==> config.mk <==
export PLATFORM = sky130hd
export DESIGN_NAME = row_buffer_seq_flat
export DESIGN_NICKNAME = d
export VERILOG_FILES = /design/src/rtl/blur_pkg.sv /design/src/rtl/row_buffer_seq_if.sv /design/src/rtl/row_buffer_seq_pix_pos_counter.sv /design/src/rtl/row_buffer_seq.sv /design/src/flat_wrapper.sv
export SDC_FILE = /design/constraint.sdc
export NUM_CORES = 1
export LEC_CHECK = 0
export ABC_AREA = 1
export CAP_MARGIN = 10
export CORE_ASPECT_RATIO = 1.5
export CORE_MARGIN = 5
export CORE_UTILIZATION = 50
export DETAILED_ROUTE_END_ITERATION = 12
export HOLD_SLACK_MARGIN = 0.15
export PLACE_DENSITY_LB_ADDON = 0.15
export RECOVER_POWER = 100
export SLEW_MARGIN = 10
export SYNTH_ARGS = -nofsm -noshare
export SYNTH_HDL_FRONTEND = slang
export SYNTH_SLANG_ARGS = --single-unit
export TNS_END_PERCENT = 10
==> constraint.sdc <==
create_clock -name clk -period 1.8 [get_ports clk]
set_input_delay 0.18 -clock clk [delete_from_list [all_inputs] [get_ports clk]]
set_output_delay 0.18 -clock clk [all_outputs]
set_load 0.05 [all_outputs]
==> src/rtl/blur_pkg.sv <==
// Shared constants, state encoding and pointer helper for the 5x5 blur
// line-buffer sequencer.
package blur_pkg;

  localparam int KERNEL    = 5;
  localparam int NUM_BUF   = KERNEL - 1;
  localparam int BUF_DEPTH = 1024;
  localparam int BUF_IDX_W = $clog2(BUF_DEPTH);

  typedef enum logic [1:0] {
    IDLE = 2'd0,
    FILL = 2'd1,
    RUN  = 2'd2
  } state_t;

  typedef logic [1:0] buf_ptr_t;

  // Buffer pointers rotate through the four row buffers.
  function automatic buf_ptr_t mod4_inc(input buf_ptr_t p);
    return p + 2'd1;
  endfunction

endpackage

==> src/rtl/row_buffer_seq_if.sv <==
// Signal bundle between the pixel source / buffer bank / window mux and the
// row-buffer sequencer.
interface row_buffer_seq_if;
  import blur_pkg::*;

  // pix_valid is a pure strobe with no back-pressure: every strobe seen while
  // busy (or together with frame_start) is accepted that same cycle.
  logic                 frame_start;
  logic                 pix_valid;
  logic [NUM_BUF-1:0]   buf_wr_en;
  logic                 buf_rd_en;
  logic                 buf_line_rst;
  logic [1:0]           row_age_base;
  logic [BUF_IDX_W-1:0] col;
  logic [BUF_IDX_W-1:0] row;
  logic                 window_valid;
  logic                 busy;
  logic                 frame_done;
  state_t               state_dbg;

  modport master (
    output frame_start, pix_valid,
    input  buf_wr_en, buf_rd_en, buf_line_rst, row_age_base,
    input  col, row, window_valid, busy, frame_done, state_dbg
  );

  modport slave (
    input  frame_start, pix_valid,
    output buf_wr_en, buf_rd_en, buf_line_rst, row_age_base,
    output col, row, window_valid, busy, frame_done, state_dbg
  );

endinterface

==> src/rtl/row_buffer_seq_pix_pos_counter.sv <==
// Column/row position of the accepted pixel stream, with end-of-line and
// end-of-frame strobes for the pixel being accepted this cycle.
module pix_pos_counter
  import blur_pkg::*;
#(
  parameter int IMG_WIDTH  = 640,
  parameter int IMG_HEIGHT = 480
) (
  input  logic                 clk,
  input  logic                 reset,
  input  logic                 clear,
  input  logic                 inc,
  output logic [BUF_IDX_W-1:0] col,
  output logic [BUF_IDX_W-1:0] row,
  output logic                 eol,
  output logic                 eof
);

  localparam logic [BUF_IDX_W-1:0] COL_LAST = BUF_IDX_W'(IMG_WIDTH - 1);
  localparam logic [BUF_IDX_W-1:0] ROW_LAST = BUF_IDX_W'(IMG_HEIGHT - 1);

  // A clearing cycle accepts its pixel as (0,0), which is never a line end.
  assign eol = inc && !clear && (col == COL_LAST);
  assign eof = eol && (row == ROW_LAST);

  always_ff @(posedge clk) begin
    if (reset) begin
      col <= '0;
      row <= '0;
    end else if (clear) begin
      col <= inc ? BUF_IDX_W'(1) : '0;
      row <= '0;
    end else if (inc) begin
      if (col == COL_LAST) begin
        col <= '0;
        row <= (row == ROW_LAST) ? '0 : row + BUF_IDX_W'(1);
      end else begin
        col <= col + BUF_IDX_W'(1);
      end
    end
  end

endmodule

==> src/rtl/row_buffer_seq.sv <==
// Sequencer for the four-row line-buffer bank feeding the 5x5 blur window:
// rotates the written buffer, issues index resets/read enables, tracks row age.
module row_buffer_seq
  import blur_pkg::*;
#(
  parameter int IMG_WIDTH  = 640,
  parameter int IMG_HEIGHT = 480,
  parameter int KERNEL     = blur_pkg::KERNEL,
  parameter int NUM_BUF    = blur_pkg::NUM_BUF
) (
  input  logic             clk,
  input  logic             reset,
  row_buffer_seq_if.slave  bus
);

  localparam logic [BUF_IDX_W-1:0] ROW_FILL_LAST = BUF_IDX_W'(KERNEL - 2);
  localparam logic [BUF_IDX_W-1:0] WIN_COL_MIN   = BUF_IDX_W'(KERNEL - 1);

  state_t               state;
  state_t               state_nxt;
  buf_ptr_t             wr_ptr;
  buf_ptr_t             wr_sel;
  buf_ptr_t             age_base;
  logic                 accept;
  logic                 eol;
  logic                 eof;
  logic                 line_rst_q;
  logic                 wv_nxt;
  logic                 wv_q;
  logic                 fd_nxt;
  logic                 fd_q;
  logic [BUF_IDX_W-1:0] col;
  logic [BUF_IDX_W-1:0] row;

  // A frame_start pixel is taken even from IDLE, where it becomes pixel (0,0).
  assign accept = bus.pix_valid && (state != IDLE || bus.frame_start) && !reset;

  pix_pos_counter #(
    .IMG_WIDTH  (IMG_WIDTH),
    .IMG_HEIGHT (IMG_HEIGHT)
  ) u_pos (
    .clk   (clk),
    .reset (reset),
    .clear (bus.frame_start),
    .inc   (accept),
    .col   (col),
    .row   (row),
    .eol   (eol),
    .eof   (eof)
  );

  always_ff @(posedge clk) begin
    if (reset) begin
      state <= IDLE;
    end else begin
      state <= state_nxt;
    end
  end

  always_comb begin
    state_nxt = state;
    if (bus.frame_start) begin
      state_nxt = FILL;
    end else begin
      case (state)
        IDLE:    state_nxt = IDLE;
        FILL:    if (eol && row == ROW_FILL_LAST) state_nxt = RUN;
        RUN:     if (eof) state_nxt = IDLE;
        default: state_nxt = IDLE;
      endcase
    end
  end

  always_comb begin
    wr_sel           = bus.frame_start ? buf_ptr_t'(0) : wr_ptr;
    bus.busy         = (state != IDLE);
    bus.buf_wr_en    = '0;
    for (int i = 0; i < NUM_BUF; i++) begin
      bus.buf_wr_en[i] = accept && (wr_sel == buf_ptr_t'(i));
    end
    bus.buf_rd_en    = accept && !bus.frame_start && (state == RUN);
    bus.buf_line_rst = reset || bus.frame_start || line_rst_q;
    // Row >= KERNEL-1 is implied by RUN, so only the column needs testing.
    wv_nxt           = accept && !bus.frame_start && (state == RUN) && (col >= WIN_COL_MIN);
    fd_nxt           = eof;
  end

  always_ff @(posedge clk) begin
    if (reset) begin
      wr_ptr     <= '0;
      age_base   <= '0;
      line_rst_q <= 1'b0;
      wv_q       <= 1'b0;
      fd_q       <= 1'b0;
    end else begin
      line_rst_q <= eol;
      wv_q       <= wv_nxt;
      fd_q       <= fd_nxt;
      if (bus.frame_start) begin
        wr_ptr   <= '0;
        age_base <= '0;
      end else if (eol) begin
        wr_ptr <= mod4_inc(wr_ptr);
        // Age tracking starts with the line that completes the fill.
        if (state == RUN || row == ROW_FILL_LAST) begin
          age_base <= mod4_inc(wr_ptr);
        end
      end
    end
  end

  assign bus.col          = col;
  assign bus.row          = row;
  assign bus.row_age_base = age_base;
  assign bus.window_valid = wv_q;
  assign bus.frame_done   = fd_q;
  assign bus.state_dbg    = state;

endmodule

==> src/flat_wrapper.sv <==
// flat-port wrapper written by rule: the top's interface ports become plain ports
module row_buffer_seq_flat import blur_pkg::*;
#(
  parameter int IMG_WIDTH  = 640,
  parameter int IMG_HEIGHT = 480,
  parameter int KERNEL     = blur_pkg::KERNEL,
  parameter int NUM_BUF    = blur_pkg::NUM_BUF
)
  (clk, reset, bus_frame_start, bus_pix_valid, bus_buf_wr_en, bus_buf_rd_en, bus_buf_line_rst, bus_row_age_base, bus_col, bus_row, bus_window_valid, bus_busy, bus_frame_done, bus_state_dbg);
  row_buffer_seq_if bus_i ();
  input  logic clk;
  input  logic reset;
  input wire logic [$bits(bus_i.frame_start)-1:0] bus_frame_start;
  input wire logic [$bits(bus_i.pix_valid)-1:0] bus_pix_valid;
  output wire logic [$bits(bus_i.buf_wr_en)-1:0] bus_buf_wr_en;
  output wire logic [$bits(bus_i.buf_rd_en)-1:0] bus_buf_rd_en;
  output wire logic [$bits(bus_i.buf_line_rst)-1:0] bus_buf_line_rst;
  output wire logic [$bits(bus_i.row_age_base)-1:0] bus_row_age_base;
  output wire logic [$bits(bus_i.col)-1:0] bus_col;
  output wire logic [$bits(bus_i.row)-1:0] bus_row;
  output wire logic [$bits(bus_i.window_valid)-1:0] bus_window_valid;
  output wire logic [$bits(bus_i.busy)-1:0] bus_busy;
  output wire logic [$bits(bus_i.frame_done)-1:0] bus_frame_done;
  output wire logic [$bits(bus_i.state_dbg)-1:0] bus_state_dbg;
  assign bus_i.frame_start = bus_frame_start;
  assign bus_i.pix_valid = bus_pix_valid;
  assign bus_buf_wr_en = bus_i.buf_wr_en;
  assign bus_buf_rd_en = bus_i.buf_rd_en;
  assign bus_buf_line_rst = bus_i.buf_line_rst;
  assign bus_row_age_base = bus_i.row_age_base;
  assign bus_col = bus_i.col;
  assign bus_row = bus_i.row;
  assign bus_window_valid = bus_i.window_valid;
  assign bus_busy = bus_i.busy;
  assign bus_frame_done = bus_i.frame_done;
  assign bus_state_dbg = bus_i.state_dbg;
  row_buffer_seq #(.IMG_WIDTH(IMG_WIDTH), .IMG_HEIGHT(IMG_HEIGHT), .KERNEL(KERNEL), .NUM_BUF(NUM_BUF)) u_core (.clk(clk), .reset(reset), .bus(bus_i));
endmodule
* After elaboration in Yosys (flattened, before gate mapping) *
Index checks and enable logic that the tools add are counted.

cells by class
  $add $sub $neg = 3
  $lt $le $gt $ge = 1
  equal/unequal tests = 12
  muxes and demuxes = 10
  reduce and logical (&&, ||, !) cells = 26

operators by type and width
  kind                     count
  $mux W10                 4
  $add A10 B1 Y10 const B  2
  $logic_and A1 B1 Y1      12
  $eq A10 B10 Y1 const B   1
  $eq A10 B2 Y1 const B    1
  $eq A10 B9 Y1 const B    1
  $ge A10 B3 Y1 const B    1
  $reduce_and A2 Y1        4
  $eq A2 B2 Y1 const B     3
  $mux W2                  3
  $ne A3 B2 Y1 const B     2
  $eq A2 B1 Y1 const B     2
  $logic_or A1 B1 Y1       4
  $ne A2 B1 Y1 const B     2
  $pmux W2 S2              1
  $reduce_bool A2 Y1       2
  $add A2 B1 Y2 const B    1
  $logic_not A1 Y1         2
  $logic_not A2 Y1         1
  $mux W1                  2
  $reduce_or A2 Y1         1

storage, ports and cells
  bits in registers = 29
  input port bits = 4
  output and inout port bits = 33
  word-level logic and storage cells = 61

* Logic depth before layout (Yosys ltp) *
Gate-level depths: netlist of run 1.

  depth after elaboration = 10
  mapped depth = 9
  gate-level depth less buffers = 9

* By module *
A second synthesis of run 1 with hierarchy kept.

second synthesis, totals
  cells, all modules = 245
  area total of the unflattened synthesis = 1584.0 um^2

modules (own cells, without submodules)
  module           instances  cells each  area an instance (um^2)  seq. area each (um^2)
  pix_pos_counter  1          166         1078.5                   400.4
  row_buffer_seq   1          79          505.5                    180.2

* Least setup slack after synthesis of run 1 *
Ideal clock, no wire load.

  kind = reg-to-output
  start = register u_core.state[1], in the netlist u_core.bus.state_dbg[1]
  end = output port bus_buf_wr_en[3]
  arrival time = 2.706 ns
  required time = 1.620 ns
  path slack = -1.086 ns
  cell stages (with the launch flop) = 6
  buffers on the path = 1
  cells stage by stage = dfxtp_1 -> inv_1 -> nand3_4 -> nand3_4 -> buf_4 -> nor4_1

on the way
  cells in the longest elaborated chain, start to end = 5

RTL lines
  element                            line                  text
  from (decl)                        row_buffer_seq.sv:19  state_t state;
  from (signal assigned)             row_buffer_seq.sv:56  state <= state_nxt;
  $reduce_bool A2 Y1                 row_buffer_seq.sv:36  assign accept = bus.pix_valid && (state != IDLE || bus.frame_start) && !reset;
  $logic_or A1 B1 Y1                 row_buffer_seq.sv:36
  $logic_and A1 B1 Y1 (2 in series)  row_buffer_seq.sv:36
  $logic_and A1 B1 Y1                row_buffer_seq.sv:79  bus.buf_wr_en[i] = accept && (wr_sel == buf_ptr_t'(i));
  to (decl)                          flat_wrapper.sv:15    output wire logic [$bits(bus_i.buf_wr_en)-1:0] bus_buf_wr_en;

Every way passes these cells.

* Worst setup path after layout of run 1 *
  start = register u_core.u_pos.row[2]
  end = output port bus_row[2]

RTL lines
  element                 line                                  text
  from (decl)             row_buffer_seq_pix_pos_counter.sv:14  output logic [BUF_IDX_W-1:0] row,
  from (signal assigned)  row_buffer_seq_pix_pos_counter.sv:36  row <= (row == ROW_LAST) ? '0 : row + BUF_IDX_W'(1);
  to (decl)               flat_wrapper.sv:20                    output wire logic [$bits(bus_i.row)-1:0] bus_row;

No word-level cell between the ends.

==> flow_summary.json, run 1 <==
{
  "synth_cell_types": 28,
  "seq_area_frac_synth_pct": 33.17,
  "numCtsBuffers": 5,
  "final_hold_viol_count": 0,
  "cts_max_level": 2,
  "synth_top_cell_by_area": "dfxtp_1",
  "grt_pass1_vias": 1737,
  "cts.sinks": 29,
  "io_pins": 37,
  "overflow": 0,
  "vias": 1841,
  "hold_path.class": "register to register",
  "ys_ff_latch": 29,
  "grt_max_degree": 15,
  "fp.dieW_um": 58.31,
  "viasPerCell": 5.245,
  "synth.net_count": 269,
  "skew_ps": 3.045,
  "drt_wl_total_um": 4459,
  "drive_gt1_share_pct": 13.27,
  "die_h_um": 82.47,
  "yosysTopAreaCellShare_pct": 33.17,
  "syn_avg_cell_area_um2": 6.681,
  "setup_viol": 0,
  "placed_cell_area_um2": 2228,
  "area_delta_synth_final_pct": 28.52,
  "crit_fanout": 7,
  "drt_iter0_drc": 87,
  "setup_ws_ps": 52.55,
  "dp_hpwl_um": 3494,
  "path_cells": "clkdlybuf4s50_1",
  "clock_latency_ps": 280,
  "stdcell_area_um2": 2250,
  "clockRootBuffer": "clkbuf_8",
  "clk_pin_slew_ps": 60,
  "critPathMaxStageDelay_ps": 850,
  "r2r_end": "u_core.wr_ptr[1]",
  "fill_cells": 337,
  "cp_slowest_cell": "clkdlybuf4s50_1",
  "status": "complete, no violations",
  "rr_startpoint": "u_core.u_pos.col[1]",
  "reg2reg_depth": 8,
  "layout.cells.non_filler": 351,
  "rsz0062_at_grt": "no",
  "cp_top_family": "buffers and inverters",
  "cts_setup_buffers": 0,
  "drc": 0,
  "portBuffers": 36,
  "place_congestion": 0.8977,
  "grt_pass1_wl_um": 7534,
  "arrival_ps": 1570,
  "critPathBufInv": 1,
  "tightest_slew_ps": 593.8,
  "dp_cells": 343,
  "power_leakage_nw": 0.8794,
  "ant_nets": 0,
  "r2r_slack_ps": 190,
  "max_freq_mhz": 572.3,
  "period_minus_slack_ps": 1747,
  "hold_depth": 2,
  "synth_area_um2": 1750,
  "initial_core_util_pct": 51.74,
  "fin_hold_ws_ps": 465.9,
  "coreArea_um2": 3383,
  "ir_drop_v": 0.0004627,
  "power_density_nw_per_um2": 602.3,
  "worstSetupStartpointType": "register",
  "holdPathEnd": "u_core.bus.row_age_base[1]",
  "crit_type": "register to output pin",
  "num_antenna_cells": 0,
  "ys_warn_count": 0,
  "antenna_found_initial": 0,
  "dp_slack_ps": 70.98,
  "cap_violations": 0,
  "cts_tree": "yes",
  "die_area_um2": 4809,
  "critPathCaptureType": "output pin",
  "dr.pass1.iters": 4,
  "period_share_pct": 97.08,
  "clk_path_buf_depth": 2,
  "fin_setup_tns_ps": 0,
  "rows": 26,
  "wire_per_inst_um": 12.70,
  "slew_headroom_pct": 60.59,
  "nets": 315,
  "synthTopCellsByArea": "dfxtp_1 (33%), nand2_1 (12%), nor2_1 (7.1%), inv_1 (6.6%), a21oi_1 (6.6%)",
  "hp-start": "u_core.bus.row_age_base[1]",
  "synth_cells": 262,
  "cp.required_ps": 1620,
  "slew_violations": 0,
  "grt_util_all_layers_pct": 20.53
}
==> cell type report <==
class	count	area, µm²	area share (%)
clock inverter	1	5.005	0.2225
inverter	36	135.1	6.007
multi-input combinational	192	1005	44.66
sequential	29	580.6	25.81
clock buffer	7	96.34	4.283
tap	42	52.55	2.336
timing repair buffer	44	375.4	16.69
==> timing repair <==
action	in CTS	in global routing
gates resized for setup	0	1
hold buffers	0	0
endpoints found under the setup margin	0	1
==> report_power, final <==
| group | total (mW) | switching [mW] | internal [mW] |
|---|---|---|---|
| sequential | 0.648 | 0.00268 | 0.645 |
| clock | 0.593 | 0.248 | 0.345 |
| combinational | 0.114 | 0.0769 | 0.0372 |
| total | 1.36 | 0.328 | 1.03 |
==> registers in the layout, summed over array words and instances (netlist names) <==
signal / count
u_core.u_pos.col: 10
u_core.bus.frame_done: 1
u_core.bus.state_dbg: 2
u_core.wr_ptr: 2
u_core.u_pos.row: 10
u_core.bus.window_valid: 1
u_core.bus.row_age_base: 2
u_core.line_rst_q: 1
==> worst max path at each step <==
| stage | startpoint | end | slack (ps) | depth (start not counted) |
|---|---|---|---|---|
| 2_1_floorplan | u_core.bus.state_dbg[1] | bus_buf_wr_en[3] | -170 | 5 |
| 3_3_place_gp | bus_frame_start | u_core.wr_ptr[1] | 100 | 9 |
| 3_5_place_dp | bus_frame_start | u_core.wr_ptr[1] | 70 | 9 |
| 4_1_cts | u_core.u_pos.col[6] | bus_col[6] | 50 | 1 |
| 5_1_grt | reset | bus_buf_wr_en[1] | 10 | 5 |
| 6_report | u_core.u_pos.row[2] | bus_row[2] | 50 | 1 |
==> layer usage <==
metal,GRT usage (%),share of wire [%],vias up
met5,0,0,-
met4,10.44,3.7,0
met3,4.044,3.9,15
met2,39.15,56,46
met1,20.55,37,831
li1,-,-,949
==> through the flow <==
stage / utilization (%) / power, mW
after detailed placement: 65.87 / 0.7824
after global routing: 66.49 / 1.410
after floorplan: - / 0.7329
after CTS: 68.86 / 1.371
after global placement: 65.87 / 0.7815
final: 66.49 / 1.355
==> synthesized netlist by cell type <==
| cell type | n |
|---|---|
| a21boi_0 | 1 |
| a21oi_1 | 23 |
| buf_2 | 1 |
| buf_4 | 2 |
| buf_6 | 1 |
| clkbuf_1 | 1 |
| dfxtp_1 | 29 |
| ha_1 | 3 |
| inv_1 | 31 |
| inv_2 | 5 |
| nand2_1 | 56 |
| nand2_2 | 2 |
| nand3_1 | 23 |
| nand3_4 | 4 |
| nand3b_1 | 3 |
| nand4_1 | 6 |
| nor2_1 | 33 |
| nor2_2 | 3 |
| nor2_4 | 2 |
| nor2_8 | 1 |
| nor3_1 | 3 |
| nor3_2 | 1 |
| nor4_1 | 3 |
| o211ai_1 | 2 |
| o21a_1 | 1 |
| o21ai_0 | 18 |
| or2_2 | 2 |
| xor2_1 | 2 |
==> cell usage in the layout (no fill, tap or decap) <==
cell type        instances
inv_1                   32
nand3b_1                 3
nor2_2                   3
buf_12                   4
nor3_1                   3
nand3_4                  3
nor2_4                   2
nor2_8                   1
buf_2                    1
inv_2                    4
ha_1                     3
buf_4                    8
nor4_1                   2
nand2_2                  1
nor3_2                   1
a21oi_1                 23
nor2_1                  33
nand3_1                 23
xor2_1                   2
or2_2                    2
clkbuf_8                 7
o21a_1                   1
o211ai_1                 2
dfxtp_1                 29
nor4_4                   1
dlygate4sd3_1            7
clkinv_2                 1
a21boi_0                 1
nand3_2                  1
nand4_1                  6
nand2_1                 57
clkbuf_1                12
clkbuf_2                 1
clkdlybuf4s50_1         11
o21ai_0                 18
==> logic make-up after synthesis <==
| group | synth area share [%] |
|---|---|
| xor+xnor | 1.001 |
| buf+inv | 9.720 |
| compound gates | 13.44 |
| simple gates | 40.53 |
| flops | 33.17 |
| fa+ha+maj | 2.145 |
No activity file was read; power rests on OpenSTA's default activity.
==> inputs of run 2 (changes only) <==
--- a/config.mk
+++ b/config.mk
@@ -6,10 +6,11 @@
 export NUM_CORES = 1
 export LEC_CHECK = 0
 export ABC_AREA = 1
-export CAP_MARGIN = 10
+export CAP_MARGIN = 5
 export CORE_ASPECT_RATIO = 1.5
 export CORE_MARGIN = 5
 export CORE_UTILIZATION = 50
+export CTS_CLUSTER_SIZE = 40
 export DETAILED_ROUTE_END_ITERATION = 12
 export HOLD_SLACK_MARGIN = 0.15
 export PLACE_DENSITY_LB_ADDON = 0.15
==> results of run 2 <==
Same layout as run 1: the final DEF is identical, and so are final timing and power.
==> inputs of run 3 (changes only) <==
--- a/config.mk
+++ b/config.mk
@@ -8,7 +8,6 @@
 export ABC_AREA = 1
 export CAP_MARGIN = 5
 export CORE_ASPECT_RATIO = 1.5
-export CORE_MARGIN = 5
 export CORE_UTILIZATION = 50
 export CTS_CLUSTER_SIZE = 40
 export DETAILED_ROUTE_END_ITERATION = 12
==> run 3 against run 2 <==
Worst setup slack worse by 9.6 ps. Register-to-register slack worse by 50 ps. Utilization up 0.74 points. Combinational power about the same. Non-clock buffer count up 2. Fmax down 0.55%. Final cell count up 0.57%. Count of clock-buffer cells in the layout unchanged. Critical path depth unchanged. Routed wire length up 2.9%. Cell area up 1.1%. Clock power about the same. Critical path type unchanged. Largest cell class unchanged. Largest power group unchanged.
==> flow_summary.json, run 3 (same netlist as run 1, synthesis figures left out) <==
{
  "r2r_end": "u_core.u_pos.row[2]",
  "io_pins": 37,
  "period_minus_slack_ps": 1757,
  "wire_per_inst_um": 12.99,
  "slew_violations": 0,
  "grt_max_degree": 15,
  "viasPerCell": 5.354,
  "initial_core_util_pct": 51.74,
  "hold_depth": 2,
  "r2r_slack_ps": 140,
  "critPathMaxStageDelay_ps": 850,
  "path_cells": "clkdlybuf4s50_1",
  "drt_iter0_drc": 66,
  "mostFrequentLayoutCell": "nand2_1",
  "setup_ws_ps": 42.96,
  "tightest_slew_ps": 593.8,
  "slew_headroom_pct": 60.58,
  "clk_pin_slew_ps": 60,
  "area_delta_synth_final_pct": 29.95,
  "max_freq_mhz": 569.1,
  "vias": 1890,
  "rr_startpoint": "u_core.u_pos.col[0]",
  "fp.dieW_um": 50.31,
  "rows": 26,
  "portBuffers": 36,
  "overflow": 0,
  "nets": 317,
  "ant_nets": 0,
  "critPathBufInv": 1,
  "die_area_um2": 3746,
  "fin_hold_ws_ps": 457.4,
  "layout.cells.non_filler": 353,
  "place_congestion": 0.8699,
  "reg_top3": "u_core.u_pos.col: 10 flops, u_core.u_pos.row: 10 flops",
  "worstSetupStartpointType": "register",
  "power_density_nw_per_um2": 596.7,
  "antenna_found_initial": 0,
  "drt_wl_total_um": 4587,
  "holdPathEnd": "u_core.bus.row_age_base[0]",
  "reg2reg_depth": 7,
  "power_leakage_nw": 0.8681,
  "coreArea_um2": 3383,
  "cp_slowest_cell": "clkdlybuf4s50_1",
  "drive_gt1_share_pct": 13.50,
  "cp_top_family": "buffers and inverters",
  "grt_pass1_wl_um": 7458,
  "clockRootBuffer": "clkbuf_8",
  "clock_latency_ps": 290,
  "skew_ps": 4.298,
  "cts_max_level": 2,
  "clk_path_buf_depth": 2,
  "cp.required_ps": 1620,
  "final_cell_mix": "nand2_1 (58), nor2_1 (33), inv_1 (32)",
  "grt_util_all_layers_pct": 26.64,
  "num_antenna_cells": 0,
  "cap_violations": 0,
  "placed_cell_area_um2": 2248,
  "dp_cells": 345,
  "rsz0062_at_grt": "no",
  "crit_fanout": 6,
  "hold_path.class": "register to register",
  "period_share_pct": 97.61,
  "cp_num_cells": 1,
  "grt_pass1_vias": 1737,
  "cts_tree": "yes",
  "dp_slack_ps": 93.77,
  "dp_hpwl_um": 3522,
  "cts_setup_buffers": 0,
  "status": "complete, no violations",
  "setup_viol": 0,
  "die_h_um": 74.47,
  "stdcell_area_um2": 2275,
  "critPathCaptureType": "output pin",
  "ir_drop_v": 0.0005306,
  "crit_type": "register to output pin",
  "drc": 0,
  "cts.sinks": 29,
  "final_hold_viol_count": 0,
  "dr.pass1.iters": 4,
  "arrival_ps": 1580,
  "hp-start": "u_core.bus.row_age_base[0]",
  "numCtsBuffers": 5
}
## run 3: layout make-up
cell class,instances,area (µm²)
clock buffer,7,96.34
clock inverter,1,5.005
fill,331,1109
inverter,36,135.1
multi-input combinational,192,993.5
sequential,29,580.6
tap,42,52.55
timing repair buffer,46,411.6
## run 3: through the flow
stage / total power [mW] / utilization [%] / TNS [ps]
floorplan: 0.7329 / - / -689.3
global placement: 0.7816 / 66.46 / 0
detailed placement: 0.7824 / 66.46 / 0
CTS: 1.380 / 69.45 / 0
global route: 1.397 / 67.23 / 0
finish: 1.357 / 67.23 / 0
## run 3: what timing repair did
action                                 in CTS  in global routing
gates resized for setup                     0                  2
hold buffers                                0                  0
setup endpoints to repair                   0                  2
endpoints found under the hold margin       0                  0
## run 3: tightest hold or removal path: cells and delay by family (launching register included)
kind,cells,cell delay [ps]
DFF,1,300
and+or+nand+nor,1,60
AOI/OAI and AO/OA,1,50
## run 3: worst max-delay path by stage
stage	startpoint	endpoint	slack [ps]
2_1_floorplan	u_core.bus.state_dbg[1]	bus_buf_wr_en[3]	-170
3_3_place_gp	bus_frame_start	bus_buf_wr_en[3]	110
3_5_place_dp	bus_frame_start	bus_buf_wr_en[3]	90
4_1_cts	u_core.u_pos.row[8]	bus_row[8]	7
5_1_grt	u_core.u_pos.row[1]	bus_row[1]	9
6_report	u_core.u_pos.row[3]	bus_row[3]	40
## run 3: per-layer routing
| metal | global-route usage [%] | vias to the layer above | wire, µm |
|---|---|---|---|
| met1 | 25.84 | 856 | 1678 |
| met3 | 4.499 | 18 | 235 |
| met2 | 51.11 | 67 | 2471 |
| met5 | 0 | - | 0 |
| li1 | - | 949 | - |
| met4 | 16.98 | 0 | 201 |
## run 3: power breakdown
part	internal (mW)	switching, mW
registers	0.645	0.00261
logic	0.0375	0.0760
clock network	0.345	0.251
total	1.03	0.330
